--- config.mk ---
export PLATFORM = sky130hd
export DESIGN_NAME = p3_restriction_sweeper
export DESIGN_NICKNAME = d
export VERILOG_FILES = /design/src/rtl/p3_restriction_sweeper.sv
export SDC_FILE = /design/constraint.sdc
export NUM_CORES = 1
export LEC_CHECK = 0
export CAP_MARGIN = 20
export CORE_MARGIN = 2
export CORE_UTILIZATION = 40
export DETAILED_ROUTE_END_ITERATION = 12
export PLACE_DENSITY = 0.75
export SYNTH_ARGS = -nofsm -noshare
export SYNTH_HDL_FRONTEND = slang
export SYNTH_SLANG_ARGS = --single-unit
--- constraint.sdc ---
create_clock -name clk -period 2.15 [get_ports clk]
set_input_delay 0.3225 -clock clk [delete_from_list [all_inputs] [get_ports clk]]
set_output_delay 0.3225 -clock clk [all_outputs]
set_load 0.02 [all_outputs]
--- src/rtl/p3_restriction_sweeper.sv ---
// p3_restriction_sweeper
// Drives every input pattern of an 8-input benchmark function that is consistent
// with a programmed restriction (fixed bits held, free bits enumerated in
// ascending order). It samples y0 once per pattern and reports the ones count,
// the pattern count and whether the restricted function is constant.
//
// Optional feature macro: P3_SWEEP_SIGNATURE_EN
//   When defined, a 16-bit MISR (x^16+x^12+x^5+1) of the samples is reported
//   on output sig.
//
// Handshake: start is a request that is accepted only while the sweeper is idle.
// busy is high from the cycle after acceptance until the last sample. done is a
// one-cycle pulse that marks the results as valid, and busy is low in that cycle.
// The results and x_out then hold until the next accepted start. There is no
// backpressure.
//
// The FSM state is kept in the signal 'state' so that checkers can bind to it.

module p3_restriction_sweeper #(
    parameter int SAMPLE_LAT = 1
) (
    input  logic       clk,
    input  logic       rst,
    input  logic       start,
    input  logic [7:0] fix_mask,
    input  logic [7:0] fix_val,
    output logic [7:0] x_out,
    input  logic       y_in,
    output logic       busy,
    output logic       done,
    output logic [8:0] ones_count,
    output logic [8:0] pat_count,
    output logic       is_const,
    output logic       const_val
`ifdef P3_SWEEP_SIGNATURE_EN
    ,
    output logic [15:0] sig
`endif
);

    typedef enum logic [1:0] {
        S_IDLE   = 2'd0,
        S_HOLD   = 2'd1,
        S_SAMPLE = 2'd2,
        S_DONE   = 2'd3
    } state_t;

    // With zero settle latency, a new pattern is sampled in the cycle it appears.
    localparam state_t     FIRST_ST  = (SAMPLE_LAT == 0) ? S_SAMPLE : S_HOLD;
    localparam logic [3:0] HOLD_LAST = 4'((SAMPLE_LAT == 0) ? 0 : SAMPLE_LAT - 1);

    state_t     state;
    logic [7:0] mask_q;
    logic [7:0] val_q;
    logic [3:0] hold_cnt;
    logic [8:0] inc;
    logic [7:0] nxt;
    logic       last;

    // Masked increment. Forcing the fixed bits to 1 lets the carry ripple past
    // them, so the free bits count in ascending binary order. A carry out of
    // bit 7 means the pattern that was just sampled was the last one.
    always_comb begin
        inc  = {1'b0, x_out | mask_q} + 9'd1;
        last = inc[8];
        nxt  = (inc[7:0] & ~mask_q) | val_q;
    end

    // Sweep sequencer: accept, settle, sample, advance, report.
    always_ff @(posedge clk) begin
        if (rst) begin
            state      <= S_IDLE;
            mask_q     <= 8'd0;
            val_q      <= 8'd0;
            hold_cnt   <= 4'd0;
            x_out      <= 8'd0;
            busy       <= 1'b0;
            done       <= 1'b0;
            ones_count <= 9'd0;
            pat_count  <= 9'd0;
            is_const   <= 1'b0;
            const_val  <= 1'b0;
        end else begin
            case (state)
                S_IDLE: begin
                    done <= 1'b0;
                    if (start) begin
                        mask_q     <= fix_mask;
                        val_q      <= fix_val & fix_mask;
                        x_out      <= fix_val & fix_mask;
                        ones_count <= 9'd0;
                        pat_count  <= 9'd0;
                        is_const   <= 1'b1;
                        const_val  <= 1'b0;
                        hold_cnt   <= 4'd0;
                        busy       <= 1'b1;
                        state      <= FIRST_ST;
                    end
                end
                S_HOLD: begin
                    if (hold_cnt == HOLD_LAST) begin
                        hold_cnt <= 4'd0;
                        state    <= S_SAMPLE;
                    end else begin
                        hold_cnt <= hold_cnt + 4'd1;
                    end
                end
                S_SAMPLE: begin
                    pat_count  <= pat_count + 9'd1;
                    ones_count <= ones_count + {8'd0, y_in};
                    if (pat_count == 9'd0) begin
                        const_val <= y_in;
                    end else if (y_in != const_val) begin
                        is_const <= 1'b0;
                    end
                    if (last) begin
                        busy  <= 1'b0;
                        done  <= 1'b1;
                        state <= S_DONE;
                    end else begin
                        x_out <= nxt;
                        state <= FIRST_ST;
                    end
                end
                S_DONE: begin
                    done  <= 1'b0;
                    state <= S_IDLE;
                end
                default: begin
                    state <= S_IDLE;
                end
            endcase
        end
    end

`ifdef P3_SWEEP_SIGNATURE_EN
    // Sample signature: this is a Galois MISR. One shift happens per sample, and
    // y_in is folded into bit 0.
    always_ff @(posedge clk) begin
        if (rst) begin
            sig <= 16'hFFFF;
        end else if (state == S_IDLE && start) begin
            sig <= 16'hFFFF;
        end else if (state == S_SAMPLE) begin
            sig <= {sig[14:0], 1'b0} ^ (sig[15] ? 16'h1021 : 16'h0000) ^ {15'd0, y_in};
        end
    end
`else
    // Signature logic is not built in this configuration.
`endif

endmodule
==> impl_metrics.tcl <==
set metrics [dict create \
    syn_to_final_growth_pct 28.6 \
    grt_pass1_vias 2152 \
    cp.depth 7 \
    avgRoutedWirePerCell_microns 13.0 \
    regArea_sq_um 1040 \
    floorplan.rows 29 \
    die_w_microns 83.6 \
    cp_max_fo 7 \
    grt_antenna_before_repair 0 \
    ant_nets 0 \
    ctsHoldBuffers 0 \
    synth_top_area_share_pct 41.0 \
    synth_top_cell_by_area "dfxtp_1" \
    clk_latency_ns 0.31 \
    cp_cell_sequence "inv_1 -> ha_1 -> nand2b_2 -> o21a_2 -> nand4_1 -> or3_1 -> a21oi_1" \
    cp_slowest_cell "or3_1" \
    critPathArrivalTime_ns 2.19 \
    wirelength_mm 5.75 \
    path_buf_inv 1 \
    multi_input_area_sq_um 1370 \
    placed_cell_area_sq_um 3140 \
    crit_family "simple AND/OR/NAND/NOR gates" \
    clockBufferDepth 2 \
    instances_no_fill 442 \
    drcViolationCount 0 \
    fmax_mhz 515 \
    maxCapViolCount 0 \
    power.density_nw_per_um2 898 \
    path_clk_slew_ns 0.09 \
    grt_pass1_wl_mm 9.74 \
    hold_path.class "flip-flop to flip-flop" \
    synth_top_cells_by_area "dfxtp_1, a21oi_1, nand2_1" \
    crit_required_ns 2.40 \
    cts_resized 0 \
    power.leakage_nw 1.15 \
    fp.dieH_microns 83.6 \
    period_needed_ns 1.94 \
    max_stage_delay_ns 0.40 \
    drive_above_1_share_pct 8.22 \
    dpl_worst_slack_ns 0.0512 \
    cp-end-kind "flip-flop" \
    yosys.cell_types.count 45 \
    numCtsBuffers 5 \
    cts_setup_buffers 0 \
    setup_viol 0 \
    period_share_pct 90.4 \
    tritoncts "built" \
    ioPinCount 50 \
    skew_ns 0.00473 \
    fin_tns_setup_ns 0 \
    slew_violations 0 \
    synth.most_common_cell "dfxtp_1" \
    synthFlopType "dfxtp_1" \
    ys_seq_area_share_pct 41.0 \
    final_hold_viol_count 0 \
    clock-sinks 52 \
    htree_levels 2 \
    holdWs_ns 0.462 \
    place.gp.congestion 0.785 \
    drt_pass1_iterations 4 \
    netlist_area_sq_um 2540 \
    cts-root-buf "clkbuf_8" \
    grt_util_all_layers_pct 16.8 \
    grt_max_degree 17 \
    setup_ws_ns 0.206 \
    status "complete, no violations" \
    synth_nets 340 \
    diodes 0 \
    stdcell_area_sq_um 3260 \
    dieArea_sq_um 7000 \
    crit_path_start_kind "flip-flop" \
    crit_type "flip-flop to flip-flop" \
    portBuffers 49 \
    whs_path_depth 2 \
    ys_seq_elements 52 \
    r2r_cells 7 \
    ir_worst_vdd_v 0.000436 \
    vias 2345 \
    worst_slew_pin_slew_ns 0.378 \
    drt_iter0_markers 101 \
    place_inst 434 \
    grt_overflow 0 \
    syn_inst 310 \
    initial_core_util_pct 40.7 \
    fillers 604 \
    yosys_warnings 0 \
    nNetsFinal 394 \
    rsz0062_at_grt "no" \
    final_util_pct 52.3 \
    postSynthAreaPerCell_sq_um 8.19 \
    vias_per_cell 5.31 \
    synthTopCellsByCount "dfxtp_1, a21oi_1, nand2_1, nor2_1, nand3_1" \
    core_area_sq_um 6240 \
    synthArstFlopShare_pct 0 \
    post-dp-hpwl_mm 4.16 \
    synth_edf_count 0 \
    slew_headroom_pct 74.7 \
    total_power_mw 2.93 \
]
## sequential cells by signal, indices dropped and copies added, names as in the netlist
| register | flops |
|---|---|
| busy | 1 |
| val_q | 8 |
| done | 1 |
| hold_cnt | 4 |
| ones_count | 9 |
| pat_count | 9 |
| is_const | 1 |
| state | 2 |
| mask_q | 8 |
| const_val | 1 |
| x_out | 8 |
## kinds of logic (layout without fill, tap and decap cells)
kind of cell,count (synthesis),in the layout,share of synthesized area (%)
xor gates and xnor gates,16,16,5.52
adders and majority gates,10,10,4.93
AOI/OAI and AO/OA,83,83,20.5
buffers and inverters,27,82,4.98
DFF,52,52,41.0
and+or+nand+nor,122,122,23.1
## final cells by class
cell class / count / area share, %
clock buffer: 7 / 2.95
clock inverter: 1 / 0.920
inverter: 13 / 1.49
multi-input combinational: 231 / 42.0
sequential: 52 / 31.9
tap: 77 / 2.95
timing repair buffer: 61 / 17.8
## where the power goes
group          internal (mW)  switching (mW)
Combinational          0.437           0.582
Sequential              1.07           0.112
Clock                  0.411           0.318
## path summary, 6_finish.rpt
path	endpoint	slack, ns	from
worst max-delay path	pat_count[5]	0.21	state[0]
worst min-delay path	val_q[3]	0.46	val_q[3]
worst max register to register	pat_count[5]	0.21	state[0]
worst min register to register	val_q[3]	0.46	val_q[3]
## per-layer routing
layer / GRT usage, % / vias up / wire, microns
li1: - / 1194 / -
met1: 21.3 / 1088 / 2700
met2: 28.4 / 58 / 2730
met3: 3.56 / 5 / 267
met4: 5.28 / 0 / 47
met5: 0 / - / 0
## tightest hold or removal path, cell delays in order (launching register included)
cell and delay (ns):
dfxtp_1 0.32, nand2_1 0.05, a21oi_1 0.05
## cell usage in the layout (no fill, tap or decap), types with 2 or more instances in the layout
cell type / count
clkbuf_8: 7
a21oi_1: 43
ha_1: 10
dfxtp_1: 52
nor2_1: 30
nand3_1: 15
o21ai_0: 10
nand2_1: 39
xor2_1: 8
or2_2: 4
nor4_1: 2
a22oi_1: 3
a32oi_1: 2
inv_1: 13
o21ai_1: 3
a32o_1: 3
xnor2_1: 8
buf_4: 12
clkdlybuf4s50_1: 49
a21o_1: 2
nand4_1: 7
a211o_1: 3
nor2b_1: 2
or3_1: 9
a211oi_1: 2
o22ai_1: 2
nor3_1: 6
and2_1: 2
Power figures use the tool's default switching activity.
